<file path="src/rtl/bru_pkg.sv">
// Branch resolve unit shared types: queue entry layout, FSM states, PC step.
// Latency: n/a (types and constants only).
// Backpressure: n/a.
package bru_pkg;

   // Sequential next-PC increment for a not-taken branch.
   localparam logic [31:0] PC_STEP = 32'd4;

   // One in-flight prediction, as issued by fetch.
   typedef struct packed {
      logic [31:0] pc;
      logic        taken;
      logic [31:0] target;
   } pred_entry_t;

   typedef enum logic {
      ST_RUN   = 1'b0,
      ST_FLUSH = 1'b1
   } bru_state_e;

endpackage

</file>
<file path="src/rtl/bru_pred_fifo.sv">
// In-flight prediction queue: FIFO of pred_entry_t with synchronous flush.
// Latency: head_o shows the oldest entry combinationally; a push is visible one cycle later.
// Backpressure: push dropped when full unless a pop happens in the same cycle; flush beats push/pop.
//
// Ports: clk_i/rst_i (async active-high), push_i/push_dat_i, pop_i, flush_i,
//        head_o (oldest entry), full_o, empty_o.
module bru_pred_fifo
   import bru_pkg::*;
#(
   parameter int DEPTH = 4
) (
   input  logic        clk_i,
   input  logic        rst_i,
   input  logic        push_i,
   input  pred_entry_t push_dat_i,
   input  logic        pop_i,
   input  logic        flush_i,
   output pred_entry_t head_o,
   output logic        full_o,
   output logic        empty_o
);

   localparam int AW = (DEPTH > 1) ? $clog2(DEPTH) : 1;

   pred_entry_t mem_q [DEPTH];
   logic [AW-1:0] wr_ptr_q, rd_ptr_q;
   logic [AW:0]   count_q;
   logic          do_push, do_pop;

   assign full_o  = (count_q == (AW+1)'(DEPTH));
   assign empty_o = (count_q == '0);
   assign head_o  = mem_q[rd_ptr_q];

   // Full-and-popping still accepts the push, so occupancy stays put.
   assign do_push = push_i & (~full_o | pop_i);
   assign do_pop  = pop_i & ~empty_o;

   always_ff @(posedge clk_i) begin
      if (do_push && !flush_i) begin
         mem_q[wr_ptr_q] <= push_dat_i;
      end
   end

   // DEPTH is a power of two, so pointers wrap naturally.
   always_ff @(posedge clk_i or posedge rst_i) begin
      if (rst_i) begin
         wr_ptr_q <= '0;
         rd_ptr_q <= '0;
         count_q  <= '0;
      end else if (flush_i) begin
         wr_ptr_q <= '0;
         rd_ptr_q <= '0;
         count_q  <= '0;
      end else begin
         if (do_push) wr_ptr_q <= wr_ptr_q + 1'b1;
         if (do_pop)  rd_ptr_q <= rd_ptr_q + 1'b1;
         case ({do_push, do_pop})
            2'b10:   count_q <= count_q + 1'b1;
            2'b01:   count_q <= count_q - 1'b1;
            default: count_q <= count_q;
         endcase
      end
   end

endmodule

</file>
<file path="src/rtl/branch_resolve_unit.sv">
// Branch resolve unit: matches execute-stage resolutions against queued predictions,
// strobes predictor updates and issues a one-cycle flush/redirect on mispredict.
// Latency: update/flush outputs one cycle after res_valid. Backpressure: pred_ready low when
// the queue is full (unless popping) or during FLUSH; stall freezes state and delays strobes.
//
// Ports: clk, rst (async active-high), stall; pred_valid/pred_pc/pred_taken/pred_target/pred_ready
//        from fetch; res_valid/res_taken/res_target from execute; upd_valid, Branch_direction,
//        PC_actual, PC_alu to predictor; rst_pipeline/redirect_pc to fetch; err_orphan sticky.
// Optional macro BRU_STATS_EN adds saturating stat_branches / stat_mispredicts counters.
module branch_resolve_unit
   import bru_pkg::*;
#(
   parameter int DEPTH = 4
) (
   input  logic        clk,
   input  logic        rst,
   input  logic        stall,
   input  logic        pred_valid,
   input  logic [31:0] pred_pc,
   input  logic        pred_taken,
   input  logic [31:0] pred_target,
   output logic        pred_ready,
   input  logic        res_valid,
   input  logic        res_taken,
   input  logic [31:0] res_target,
   output logic        upd_valid,
   output logic        Branch_direction,
   output logic [31:0] PC_actual,
   output logic [31:0] PC_alu,
   output logic        rst_pipeline,
   output logic [31:0] redirect_pc,
   output logic        err_orphan
`ifdef BRU_STATS_EN
   ,
   output logic [31:0] stat_branches,
   output logic [31:0] stat_mispredicts
`endif
);

   bru_state_e  state_q, state_d;
   logic        upd_q, upd_d;
   logic        dir_q, dir_d;
   logic [31:0] pc_actual_q, pc_actual_d;
   logic [31:0] pc_alu_q, pc_alu_d;
   logic        orphan_q, orphan_d;

   pred_entry_t head, push_dat;
   logic        fifo_full, fifo_empty;
   logic        run, pop, push, mispredict, orphan_hit;

   assign run        = (state_q == ST_RUN);
   assign pop        = run & res_valid & ~stall & ~fifo_empty;
   assign orphan_hit = run & res_valid & ~stall & fifo_empty;
   assign mispredict = pop & ((head.taken != res_taken) |
                              (res_taken & (head.target != res_target)));
   assign pred_ready = run & (~fifo_full | pop);
   // A push racing the mispredicting pop belongs to the wrong path: drop it.
   assign push       = run & pred_valid & pred_ready & ~stall & ~mispredict;

   assign push_dat.pc     = pred_pc;
   assign push_dat.taken  = pred_taken;
   assign push_dat.target = pred_target;

   bru_pred_fifo #(.DEPTH(DEPTH)) u_fifo (
      .clk_i      (clk),
      .rst_i      (rst),
      .push_i     (push),
      .push_dat_i (push_dat),
      .pop_i      (pop),
      .flush_i    (mispredict),
      .head_o     (head),
      .full_o     (fifo_full),
      .empty_o    (fifo_empty)
   );

   // Next-state and output-register logic; a stalled cycle holds everything,
   // so an already-registered strobe reappears once the stall lifts.
   always_comb begin
      state_d     = state_q;
      upd_d       = upd_q;
      dir_d       = dir_q;
      pc_actual_d = pc_actual_q;
      pc_alu_d    = pc_alu_q;
      orphan_d    = orphan_q | orphan_hit;
      if (!stall) begin
         upd_d = pop;
         if (pop) begin
            dir_d       = res_taken;
            pc_actual_d = res_taken ? res_target : (head.pc + PC_STEP);
            pc_alu_d    = res_target;
         end
         case (state_q)
            ST_RUN:   if (mispredict) state_d = ST_FLUSH;
            ST_FLUSH: state_d = ST_RUN;
            default:  state_d = ST_RUN;
         endcase
      end
   end

   always_ff @(posedge clk or posedge rst) begin
      if (rst) begin
         state_q     <= ST_RUN;
         upd_q       <= 1'b0;
         dir_q       <= 1'b0;
         pc_actual_q <= '0;
         pc_alu_q    <= '0;
         orphan_q    <= 1'b0;
      end else begin
         state_q     <= state_d;
         upd_q       <= upd_d;
         dir_q       <= dir_d;
         pc_actual_q <= pc_actual_d;
         pc_alu_q    <= pc_alu_d;
         orphan_q    <= orphan_d;
      end
   end

   assign upd_valid        = upd_q & ~stall;
   assign rst_pipeline     = (state_q == ST_FLUSH) & ~stall;
   assign Branch_direction = dir_q;
   assign PC_actual        = pc_actual_q;
   assign PC_alu           = pc_alu_q;
   // The flush cycle coincides with the update strobe, so the redirect is the corrected PC.
   assign redirect_pc      = pc_actual_q;
   assign err_orphan       = orphan_q;

`ifdef BRU_STATS_EN
   logic [31:0] stat_br_q, stat_mis_q;

   always_ff @(posedge clk or posedge rst) begin
      if (rst) begin
         stat_br_q  <= '0;
         stat_mis_q <= '0;
      end else begin
         if (pop && stat_br_q != 32'hFFFF_FFFF)         stat_br_q  <= stat_br_q + 1'b1;
         if (mispredict && stat_mis_q != 32'hFFFF_FFFF) stat_mis_q <= stat_mis_q + 1'b1;
      end
   end

   assign stat_branches    = stat_br_q;
   assign stat_mispredicts = stat_mis_q;
`endif

endmodule
</file>
<file path="config.mk">
export PLATFORM = sky130hd
export DESIGN_NAME = branch_resolve_unit
export DESIGN_NICKNAME = d
export VERILOG_FILES = /design/src/rtl/bru_pkg.sv /design/src/rtl/bru_pred_fifo.sv /design/src/rtl/branch_resolve_unit.sv
export SDC_FILE = /design/constraint.sdc
export NUM_CORES = 1
export LEC_CHECK = 0
export ABC_AREA = 0
export ABC_CLOCK_PERIOD_IN_PS = 10930
export BUFFER_PORTS_ARGS = -buffer_cell sky130_fd_sc_hd__buf_4
export CAP_MARGIN = 40
export CORE_ASPECT_RATIO = 0.9
export CORE_MARGIN = 8
export CORE_UTILIZATION = 45
export CTS_BUF_LIST = sky130_fd_sc_hd__clkbuf_8
export DETAILED_ROUTE_END_ITERATION = 12
export PLACE_DENSITY = 0.71
export SETUP_SLACK_MARGIN = 0.4
export SYNTH_ARGS = -nofsm -noshare
export SYNTH_HDL_FRONTEND = slang
export SYNTH_SLANG_ARGS = --single-unit
</file>
<file path="constraint.sdc">
create_clock -name clk -period 10.93 [get_ports clk]
set_clock_uncertainty 0.05 [all_clocks]
set_input_delay 0 -clock clk [delete_from_list [all_inputs] [get_ports clk]]
set_output_delay 0 -clock clk [all_outputs]
set_load 0.02 [all_outputs]
</file>
Yosys cells after proc, flatten, opt, wreduce, memory -nomap -nowiden
Memory sizes are Yosys's and may differ from the RTL's.
Index checks and enable logic that the tools add are counted.
- output and inout port bits: 101
- bits of input ports: 103
- memories kept: 1
- flip-flop bits (word level): 75
- bits in read-only memories: 0
- bits in latches: 0
- word-level logic and storage cells: 61
- RAM bits: 260
- $mul: 0
- magnitude comparators: 0
- reductions and logical operators: 7
- muxes and demuxes: 11
- bitwise operators: 23
- equality and inequality tests: 5
- divide/modulo/power cells: 0
- shift-type cells: 0
- $add $sub $neg: 5
- memories (name ; words ; width ; rd ports ; clocked after memory_dff ; wr ports ; line ; source):
    u_fifo.mem_q ; 4 ; 65 ; 1 ; 0 ; 1 ; bru_pred_fifo.sv:25 ; pred_entry_t mem_q [DEPTH];
- operator list (cell ; number):
    adder 32 x 3 -> 32 bit (second input constant) ; 1
    2-to-1 mux 32 bit ; 1
    != test 32 bit ; 1
    AND 1 bit ; 15
    2-to-1 mux 2 bit ; 4
    one-hot mux 3 bit (2 select lines) ; 1
    NOT 1 bit ; 5
    adder 2 x 1 -> 2 bit (second input constant) ; 2
    nonzero test 2 bit ; 2
    adder 3 x 1 -> 3 bit (second input constant) ; 1
    == test 3 bit (second input constant) ; 1
    logical NOT 3 bit ; 1
    2-to-1 mux 1 bit ; 3
    2-to-1 mux 3 bit ; 1
    bitwise OR 1 bit ; 3
    nonzero test 3 bit ; 1
    subtractor 3 x 1 -> 3 bit (second input constant) ; 1
    == test 2 x 1 -> 1 bit (second input constant) ; 1
    == test 2 bit (second input constant) ; 1
    one-hot mux 1 bit (2 select lines) ; 1
    AND reduction 2 bit ; 1
    logical AND 1 bit ; 1
    logical NOT 1 bit ; 1
    != test 1 bit ; 1

Longest topological paths before layout
Gate-level depths: netlist of the first run.
- depth in word-level cells: 13
- gate-level depth with buffers: 14
- depth with buffers taken out: 11

Hierarchy
Synthesis of the first run repeated with hierarchy kept, for this count alone.
- cells, all modules: 873
- area total of the unflattened synthesis: 13962.1 um^2
- by module, submodules not included (module ; instances ; cells an instance ; area each (um^2) ; seq. area each (um^2)):
    bru_pred_fifo ; 1 ; 403 ; 9913.3 ; 7982.7
    branch_resolve_unit ; 1 ; 470 ; 4048.9 ; 1701.6

Worst setup path before layout of the first run
Ideal clock, no wire load.
- path kind: register to register
- from: reg u_fifo.rd_ptr_q[0]
- to: mem u_fifo.mem_q[0][0] (netlist name) (enable)
- slack: 3.111 ns
- data required time: 10.298 ns
- stages on the path, launching flop included: 11
- arrival: 7.187 ns
- period minus slack after synthesis: 7.819 ns
- cells stage by stage: dfrtp_1 > buf_6 > buf_6 > inv_1 > buf_1 > mux2i_1 > o2111ai_1 > or4_4 > o31ai_4 > nor2_4 > nor3b_1
- longest elaborated chain between the ends: 11
- elaborated cells on any way between the ends: 13
- those cells by class: eq/ne (2); mux (2); bitwise (6); reduce/logical (2); memory (1)
- RTL lines (what ; line ; source):
    start: declaration ; bru_pred_fifo.sv:26 ; logic [AW-1:0] wr_ptr_q, rd_ptr_q;
    start signal: assignment ; bru_pred_fifo.sv:56 ; if (do_pop) rd_ptr_q <= rd_ptr_q + 1'b1;
    memory read (4 x 65 bit) (*) ; -- ;
    != test 32 bit ; branch_resolve_unit.sv:55 ; (res_taken & (head.target != res_target)));
    AND 1 bit ; branch_resolve_unit.sv:55 ;
    bitwise OR 1 bit (*) ; branch_resolve_unit.sv:54 ; assign mispredict = pop & ((head.taken != res_taken) |
    AND 1 bit (*) ; branch_resolve_unit.sv:54 ;
    NOT 1 bit ; branch_resolve_unit.sv:58 ; assign push = run & pred_valid & pred_ready & ~stall & ~mispredict;
    AND 1 bit ; branch_resolve_unit.sv:58 ;
    AND 1 bit ; bru_pred_fifo.sv:35 ; assign do_push = push_i & (~full_o | pop_i);
    logical AND 1 bit (*) ; bru_pred_fifo.sv:39 ; if (do_push && !flush_i) begin
    2-to-1 mux 1 bit (*) ; bru_pred_fifo.sv:39 ;
    2-to-1 mux 1 bit (not written as such) (*) ; bru_pred_fifo.sv:40 ; mem_q[wr_ptr_q] <= push_dat_i;
    end: declaration ; bru_pred_fifo.sv:25 ;
Mark *: on every way between the ends. The rest lies on a longest branch, timed or not.

Worst setup path in the final report of the first run
- from: reg u_fifo.rd_ptr_q[0]
- to: mem u_fifo.mem_q[0][43] (netlist name) (enable)
The elaborated chain is that of the path after synthesis.

==> results of run 1 <==
power by group:
part           total [mW]  internal [mW]  switching (mW)
combinational        1.41          0.627           0.784
sequential           1.73           1.57           0.159
clock                1.02          0.540           0.480
total                4.16           2.73            1.42
cells in the final DEF (no fill, tap or decap), types with 19 or more instances in the layout:
cell           instances
nand2_1              145
a21oi_1               25
buf_4                211
dfrtp_1               73
inv_1                 27
clkbuf_8              62
o21ai_0               53
nand3_1               19
mux2i_1               32
xor2_1                26
mux4_2                51
nor2_1                38
dlygate4sd3_1        109
edfxtp_1             260
xnor2_1               27
worst reg2reg max path, stage by stage (launching register included):
cell,delay (ns)
dfrtp_4,0.70
buf_4,0.72
mux4_2,0.63
xnor2_1,0.17
nand4_1,0.12
a2111oi_0,0.53
nand3_1,0.27
o31ai_4,0.45
nor2_4,0.13
nor3b_2,0.20
buf_4,0.32
buf_16,0.31
final cells by class:
class                      count  area, sq um  area share, %
sequential                   335         9690           54.0
multi-input combinational    506         3870           21.5
timing repair buffer         325         2810           15.6
clock buffer                  62          853           4.75
tap                          409          512           2.85
clock inverter                36          180           1.00
inverter                      10         38.8          0.216
antenna                        3         7.51         0.0418
how the worst min path moves through the flow:
stage / from / to / slack [ns]
after floorplan: stall / rst_pipeline / 0.03
after global placement: rst / PC_alu[23] / -0.0003
after detailed placement: rst / PC_alu[23] / 0.003
after CTS: pred_target[17] / u_fifo.mem_q[1][17] / 0.08
after global routing: pred_target[10] / u_fifo.mem_q[1][10] / 0.10
final: pred_pc[11] / u_fifo.mem_q[3][44] / 0.12
logic make-up (layout without fill, tap and decap cells):
group                    after synthesis  count (layout)  synth area share [%]
other                                  0               3                     0
AO/OA/AOI/OAI                        105             105                  4.39
buffers and inverters                 83             433                  3.51
XOR/XNOR                              53              53                  3.31
AND/OR/NAND/NOR                      256             256                  8.24
flip-flops                           335             335                  69.1
multiplexers                          86              86                  10.8
adder cells (fa/ha/maj)                6               6                 0.590
flip-flops by register name, indices dropped and copies added (netlist names):
| name | count |
|---|---|
| PC_alu | 32 |
| PC_actual | 32 |
| u_fifo.count_q | 3 |
| err_orphan | 1 |
| Branch_direction | 1 |
| u_fifo.rd_ptr_q | 2 |
| state_q | 1 |
| u_fifo.wr_ptr_q | 2 |
| upd_q | 1 |
| u_fifo.mem_q | 260 |
metrics by stage:
step,cells,util (%),setup slack (ns),area (sq um)
floorplan,924,-,3.11,14000
global placement,1471,51.0,5.66,15700
detailed placement,1476,51.4,5.87,15800
CTS,1683,58.4,5.86,17900
global route,1685,58.4,5.60,18000
finish,1686,58.4,5.94,18000
per-layer routing:
metal  vias to the layer above  global-route usage (%)
met5                         -                       0
met4                         2                    4.58
met2                       414                    32.1
met1                      4444                    25.0
li1                       4041                       -
met3                        50                    5.27
timing repair:
item                                    CTS  global route
hold buffers                            109             0
resized for setup                         0             0
endpoints found under the setup margin    0             0
endpoints found under the hold margin   359             0
==> metrics, run 1 <==
clock period minus worst slack 4.99 ns; Initial Util 45.5%; Netlist Area Pre-Place 14000 sq um; placer congestion estimate 0.850; DP HPWL 24.5 mm; Post-Synthesis Cells 924; clock sinks 335; status finished, final reports clean; vias per cell 5.31; Max-Cap Viols 0; WS Path Type reg -> reg; Netlist cell types 58; syn_area_per_cell 15.2 sq um; critical path required time 11.11 ns; fraction of registers with async set/reset 22.4%; Power Dens Cells 231 nW/um^2; RR Startpoint u_fifo.rd_ptr_q[0]; WP buf/inv 3; #FFs+latches synth 335; Ports 204; Routed met1 length 14.7 mm; chip height 183 um; sequential area share after synthesis 69.1%; Worst Setup SP u_fifo.rd_ptr_q[0]; number of global-route vias before repair 9246; clk_lat worst skew 0.57 ns; postcts setup bufs 0; P_leak 6.77 nW; total power 4.16 mW; Worst Setup EP u_fifo.mem_q[0][43]; top-count cell post-synth edfxtp_1; top sig layer met5; via count 8951; max incr delay on CP 0.72 ns; Post-Route Setup TNS 0 ns; final WL 36.4 mm; critical path's slowest cell buf_4; share of cells above drive strength 1 28.1%; Syn-to-layout area delta 28.2%; final hold violation count 0; Initial DRC Count 682; H-tree depth 2; most used cell along the critical path buf_4; CP arrival 5.17 ns; hold crit path type in -> reg; horizontal die dimension 202 um; worst hold path depth 2; largest net degree at the start of global routing 56; root buffer cell clkbuf_8; Max clock buf depth 3; Critical Path End Type flop; Crit Path Max Fanout 50; IO buf count 203; All-Layer GR Usage 19.3%; CP Cell Sequence buf_4 -> mux4_2 -> xnor2_1 -> nand4_1 -> a2111oi_0 -> nand3_1 -> o31ai_4 -> nor2_4 -> nor3b_2 -> buf_4 -> buf_16; r2r setup slk 5.94 ns; worst flop-to-flop path endpoint u_fifo.mem_q[0][43]; clock buffer count from CTS 52; final hold slack 0.123 ns; # fillers 2379; Fmax achieved 0.200 GHz; Ys Warns 0; CP top delay family buffers and inverters; RSZ-0062 raised after global routing no; Post-synth EDFFs 260; Yosys top cell by area edfxtp_1; first-pass GRT wire length 55.2 mm; CTS tree built; final worst-path cycle share 45.7%; DRC violations left 0; top cells by instance count after synthesis edfxtp_1 (260), nand2_1 (145), dfrtp_1 (75); WL met2 17.8 mm; Worst Max-Slew Pin Slew 0.821 ns; worst r2r path cells 11; critical path startpoint category flop; initial antenna violation count 3; First-pass DRT Iterations 5; Yosys top cell area share 55.7%; Slew Limit Fails 0; syn nets 1033; clock slew at reported path FFs 0.07 ns; DR WL/cell 21.6 um; CORE AREA 30800 sq um; WL met3 3.41 mm; main flop type after synthesis edfxtp_1; CP Depth 11; ANT nets after route 0; Synth area leaders edfxtp_1 (56%), dfrtp_1 (13%), mux4_2 (8.2%); Final setup viols 0; row count 61; headroom to the max-slew limit 45.3%; die area 37000 sq um; GR Overflow Total 0; Final #Nets 1339; maximum VDD drop 147 uV
Power figures use the tool's default switching activity.
==> run 2: changes to the inputs <==
--- a/config.mk
+++ b/config.mk
@@ -6,7 +6,7 @@
 export NUM_CORES = 1
 export LEC_CHECK = 0
 export ABC_AREA = 0
-export ABC_CLOCK_PERIOD_IN_PS = 10930
+export ABC_CLOCK_PERIOD_IN_PS = 4300
 export BUFFER_PORTS_ARGS = -buffer_cell sky130_fd_sc_hd__buf_4
 export CAP_MARGIN = 40
 export CORE_ASPECT_RATIO = 0.9
@@ -14,7 +14,7 @@
 export CORE_UTILIZATION = 45
 export CTS_BUF_LIST = sky130_fd_sc_hd__clkbuf_8
 export DETAILED_ROUTE_END_ITERATION = 12
-export PLACE_DENSITY = 0.71
+export PLACE_DENSITY = 0.74
 export SETUP_SLACK_MARGIN = 0.4
 export SYNTH_ARGS = -nofsm -noshare
 export SYNTH_HDL_FRONTEND = slang
==> constraint.sdc (replaced) <==
create_clock -name clk -period 4.3 [get_ports clk]
set_clock_uncertainty 0.05 [all_clocks]
set_input_delay 0 -clock clk [delete_from_list [all_inputs] [get_ports clk]]
set_output_delay 0 -clock clk [all_outputs]
set_load 0.02 [all_outputs]
==> run 2 against run 1 <==
Net effect:
- setup slack got worse by 5.4 ns
- total power increased to 2.6 times the previous value
- die area unchanged
- sequential power increased by 150%
- first-iteration DRC count increased by 29%
- via count increased by 4.1%
- highest routed layer unchanged
- routed wire length increased by 5.6%
- cell area increased by 2.2%
- register-to-register slack got worse by 5.4 ns
- count of clock-buffer cells in the layout unchanged
- flip-flop and latch count unchanged
==> metrics, run 2 (synthesized netlist as in run 1, its figures left out) <==
Worst Max-Slew Pin Slew 0.789 ns; P_leak 7.00 nW; Ports 204; Power Dens Cells 598 nW/um^2; critical path required time 4.66 ns; initial antenna violation count 1; CP arrival 4.17 ns; chip height 183 um; antenna cells 0; First-pass DRT Iterations 5; Post-Route Setup TNS 0 ns; CORE AREA 30800 sq um; Initial Util 45.5%; status finished, final reports clean; hold crit path type in -> async; clock sinks 335; via count 9318; commonest non-fill, non-tap cell in the layout edfxtp_1; Max clock buf depth 3; total power 11.0 mW; row count 61; Placed Cells incl. Taps 1492; maximum VDD drop 364 uV; clock slew at reported path FFs 0.07 ns; # fillers 2328; DRC violations left 0; Max-Cap Viols 0; CTS tree built; first-pass GRT wire length 58.2 mm; final WL 38.4 mm; H-tree depth 2; clock period minus worst slack 3.81 ns; All-Layer GR Usage 20.4%; IO buf count 203; worst r2r path cells 14; vias per cell 5.43; number of global-route vias before repair 9711; Final #Nets 1372; ANT nets after route 0; Critical Path End Type flop; largest net degree at the start of global routing 50; DP HPWL 26.3 mm; highest-count cells in the layout ignoring fill and taps edfxtp_1 (260), buf_4 (235), nand2_1 (145); Final setup viols 0; headroom to the max-slew limit 47.3%; final worst-path cycle share 88.5%; max reg flops 260; final hold violation count 0; critical path startpoint category flop; clk_lat worst skew 0.58 ns; DR WL/cell 22.4 um; final std cells w/o fill 1715; root buffer cell clkbuf_8; RSZ-0062 raised after global routing yes; largest reg by FF count u_fifo.mem_q; horizontal die dimension 202 um; Fmax achieved 0.263 GHz; Syn-to-layout area delta 31.0%; placer congestion estimate 0.840; WS Path Type reg -> reg; clock buffer count from CTS 52; Slew Limit Fails 0; setup ws final 0.494 ns; DP Worst Slack 0.120 ns; Initial DRC Count 879; die area 37000 sq um; Crit Path Max Fanout 7; final hold slack 0.0407 ns; share of cells above drive strength 1 30.7%; GR Overflow Total 0
run 2: worst paths after layout:
| check | from | slack [ns] | endpoint |
|---|---|---|---|
| setup reg to reg | u_fifo.rd_ptr_q[0] | 0.49 | u_fifo.count_q[2] |
| hold / removal | rst | 0.04 | PC_actual[3] |
| hold reg to reg | PC_alu[31] | 0.43 | PC_alu[31] |
| max in group asynchronous | rst | 3.13 | PC_actual[22] |
| setup / recovery | u_fifo.rd_ptr_q[0] | 0.49 | u_fifo.count_q[2] |
| min in group clk | pred_target[10] | 0.13 | u_fifo.mem_q[1][10] |
run 2: critical path: stages, from the launching register on:
cell       delay [ns]
dfrtp_4          0.50
buf_12           0.16
buf_4            0.13
mux4_2           0.44
xor2_1           0.17
nor4_2           0.18
o2111ai_1        0.16
or4_4            0.46
o31ai_4          0.23
buf_6            0.14
a21oi_1          0.08
fa_2             0.40
nor4b_1          0.15
a311oi_1         0.28
nand3_1          0.11
run 2: repair_timing:
action / CTS / global route
hold buffers: 106 / 0
gates resized for setup: 2 / 13
buffers inserted: 8 / 12
setup endpoints to repair: 262 / 187
pin swaps: 1 / 5
endpoints found under the hold margin: 371 / 0
run 2: metrics by stage:
step / utilization [%] / area, sq um
floorplan: - / 14100
global placement: 51.9 / 16000
detailed placement: 52.0 / 16000
CTS: 59.2 / 18200
global route: 59.7 / 18300
finish: 59.7 / 18300
run 2: layout make-up:
| type | instances | area [sq um] | area share [%] |
|---|---|---|---|
| Inverter | 10 | 42.5 | 0.232 |
| Multi-Input combinational cell | 506 | 3910 | 21.3 |
| Timing Repair Buffer | 358 | 3120 | 17.0 |
| Sequential cell | 335 | 9690 | 52.8 |
| Clock buffer | 62 | 853 | 4.65 |
| Tap cell | 409 | 512 | 2.79 |
| Clock inverter | 35 | 221 | 1.21 |
run 2: per-layer routing:
layer	vias up	global-route usage (%)	part of all wire (%)
met2	501	33.2	48
met5	-	0	0.026
met4	2	6.57	2.6
met1	4640	27.0	40
met3	70	4.55	8.6
li1	4105	-	-
run 2: power breakdown:
group | total, mW | switching (mW) | internal (mW)
Sequential | 4.31 | 0.330 | 3.98
Clock | 2.69 | 1.20 | 1.49
Combinational | 3.97 | 2.19 | 1.78
Total | 11.0 | 3.72 | 7.25
==> run 3: changes to the inputs <==
--- a/config.mk
+++ b/config.mk
@@ -18,4 +18,5 @@
 export SETUP_SLACK_MARGIN = 0.4
 export SYNTH_ARGS = -nofsm -noshare
 export SYNTH_HDL_FRONTEND = slang
+export SYNTH_HIERARCHICAL = 1
 export SYNTH_SLANG_ARGS = --single-unit
==> run 3 against run 2 <==
Net effect:
- utilization is 0.99 points higher
- non-clock buffer count is 19 higher
- largest cell class unchanged
- setup slack worse by 0.073 ns
- via count is 1.8% lower
- die area is 0.30% lower
- worst hold slack worse by 0.021 ns
- count of clock-buffer cells in the layout is 2 higher
- critical path depth is 1 lower
- sequential share of layout area is 0.86 points lower
- synthesized cell count is 5.5% lower
- clock power is 2% higher
==> metrics, run 3 <==
Netlist Area Pre-Place 14000 sq um; Initial DRC Count 994; final hold violation count 0; largest reg by FF count u_fifo/mem_q; final worst-path cycle share 90.2%; CP arrival 4.12 ns; status finished, final reports clean; IO buf count 203; final std cells w/o fill 1685; RR Startpoint u_fifo/rd_ptr_q[0]; Max clock buf depth 3; multi-input logic area 3840 sq um; Synth area leaders edfxtp_1 (56%), dfrtp_1 (13%), mux4_2 (10%); syn nets 982; sequential standard cell area 9690 sq um; initial antenna violation count 5; Slew Limit Fails 0; # fillers 2194; worst r2r path cells 13; All-Layer GR Usage 19.5%; largest net degree at the start of global routing 60; Net Sw Power 3.93 mW; Placed Cells incl. Taps 1433; clock buffer count from CTS 53; DR WL/cell 23.0 um; Netlist cell types 58; max reg flops 260; clock sinks 335; critical path required time 4.54 ns; r2r setup slk 0.42 ns; Power Dens Cells 616 nW/um^2; Crit Path Max Fanout 7; commonest non-fill, non-tap cell in the layout edfxtp_1; setup ws final 0.421 ns; internal power 7.56 mW; sequential area share after synthesis 69.4%; clock period minus worst slack 3.88 ns; clock slew at reported path FFs 0.06 ns; syn_area_per_cell 16.0 sq um; die area 36900 sq um; Initial Util 45.4%; critical path startpoint category flop; DP HPWL 23.9 mm; RSZ-0062 raised after global routing yes; Flop pwr share 39.1%; root buffer cell clkbuf_8; via count 9147; worst flop-to-flop path endpoint u_fifo/mem_q[3][55]; DRC violations left 0; WS Path Type reg -> reg; power share of the combinational group 36.9%; Post-Synthesis Cells 873; chip height 183 um; Worst Max-Slew Pin Slew 0.794 ns; fraction of registers with async set/reset 22.4%; first-pass GRT wire length 55.7 mm; top cells by instance count after synthesis edfxtp_1 (260), nand2_1 (124), dfrtp_1 (75); final core utilization 60.6%; Final setup viols 0; Final #Nets 1338; DP Worst Slack 0.336 ns; Syn-to-layout area delta 33.6%; First-pass DRT Iterations 5; row count 61; Post-synth EDFFs 260; P_leak 7.16 nW; GR Overflow Total 0; Yosys top cell area share 55.9%; final WL 38.7 mm; share of cells above drive strength 1 34.2%; CTS tree built; Fmax achieved 0.258 GHz; vias per cell 5.43; headroom to the max-slew limit 46.9%; switching share of power 34.2%; horizontal die dimension 202 um; clock group share of total power 24.0%; #FFs+latches synth 335; H-tree depth 2; ANT nets after route 0; number of global-route vias before repair 9218; clk_lat worst skew 0.59 ns; main flop type after synthesis edfxtp_1; Yosys top cell by area edfxtp_1; Critical Path End Type flop; maximum VDD drop 429 uV; highest-count cells in the layout ignoring fill and taps edfxtp_1 (260), buf_4 (235), nand2_1 (124); placer congestion estimate 0.762; hold crit path type in -> async; top-count cell post-synth edfxtp_1; Max-Cap Viols 0; Ports 204; CORE AREA 30800 sq um; Ys Warns 6
-- run 3: power by group through the flow --
stage                     clock, mW  combinational (mW)  sequential (mW)
after global routing           2.94                4.53             4.56
after global placement            0                3.78             4.52
after detailed placement          0                3.83             4.54
final                          2.75                4.24             4.50
after floorplan                   0                2.39             4.76
after CTS                      2.80                4.04             4.49
-- run 3: cell type report --
class / count / area share [%]
sequential: 335 / 52.0
multi-input combinational: 449 / 20.6
timing repair buffer: 377 / 18.5
clock buffer: 64 / 4.72
tap: 409 / 2.74
clock inverter: 35 / 1.23
inverter: 13 / 0.268
antenna: 3 / 0.0402
-- run 3: how the worst max path moves through the flow --
| stage | from | endpoint | slack, ns | cells past startpoint |
|---|---|---|---|---|
| final | u_fifo/rd_ptr_q[0] | u_fifo/mem_q[3][55] | 0.42 | 13 |
| after global routing | u_fifo/rd_ptr_q[0] | u_fifo/count_q[2] | 0.24 | 12 |
| after CTS | u_fifo/rd_ptr_q[0] | u_fifo/count_q[2] | 0.41 | 12 |
| after detailed placement | u_fifo/rd_ptr_q[0] | u_fifo/count_q[2] | 0.34 | 12 |
| after global placement | u_fifo/rd_ptr_q[0] | u_fifo/count_q[2] | 0.39 | 12 |
| after floorplan | u_fifo/rd_ptr_q[0] | u_fifo/mem_q[0][0] | -0.15 | 12 |
-- run 3: cells by family (layout without fill, tap and decap cells) --
kind of cell	Yosys count	in the layout	synth area share, %
other	0	3	0
AOI/OAI and AO/OA	79	79	3.32
xor gates and xnor gates	63	63	3.95
and+or+nand+nor	228	228	7.77
buffers and inverters	89	489	3.92
muxes	73	73	11.1
DFF	335	335	69.4
adders and majority gates	6	6	0.591
-- run 3: per-stage QoR --
step	hold slack [ns]	TNS [ns]	area [sq um]	power, mW
after floorplan	-0.247	-37.83	14100	7.14
after detailed placement	-0.0346	0	15800	8.37
after CTS	0.00111	0	18100	11.3
after global placement	-0.0375	0	15800	8.29
final	0.0199	0	18700	11.5
after global routing	0.0400	0	18600	12.0
-- run 3: worst max-delay path, cell delays in order (launching register included) --
cell,delay (ns)
dfrtp_4,0.51
buf_6,0.18
mux4_2,0.52
xor2_1,0.17
nor4_1,0.32
nand4_1,0.21
nor4_4,0.34
a22o_1,0.23
buf_4,0.13
buf_6,0.10
o21ai_4,0.10
nor3b_4,0.33
buf_6,0.22
clkbuf_16,0.17
-- run 3: repair_timing --
item / in CTS / in global routing
setup endpoints to repair: 1 / 198
buffers inserted: 2 / 21
hold buffers: 112 / 0
hold endpoints to repair: 361 / 0
pin swaps: 0 / 10
gates resized for setup: 1 / 33
gates cloned: 1 / 14
-- run 3: per-layer routing --
metal	wire length, um	GRT usage, %	vias up
met4	846	4.93	6
li1	-	-	3983
met2	18400	31.2	479
met3	3730	4.80	75
met5	26	0	-
met1	15700	26.5	4604
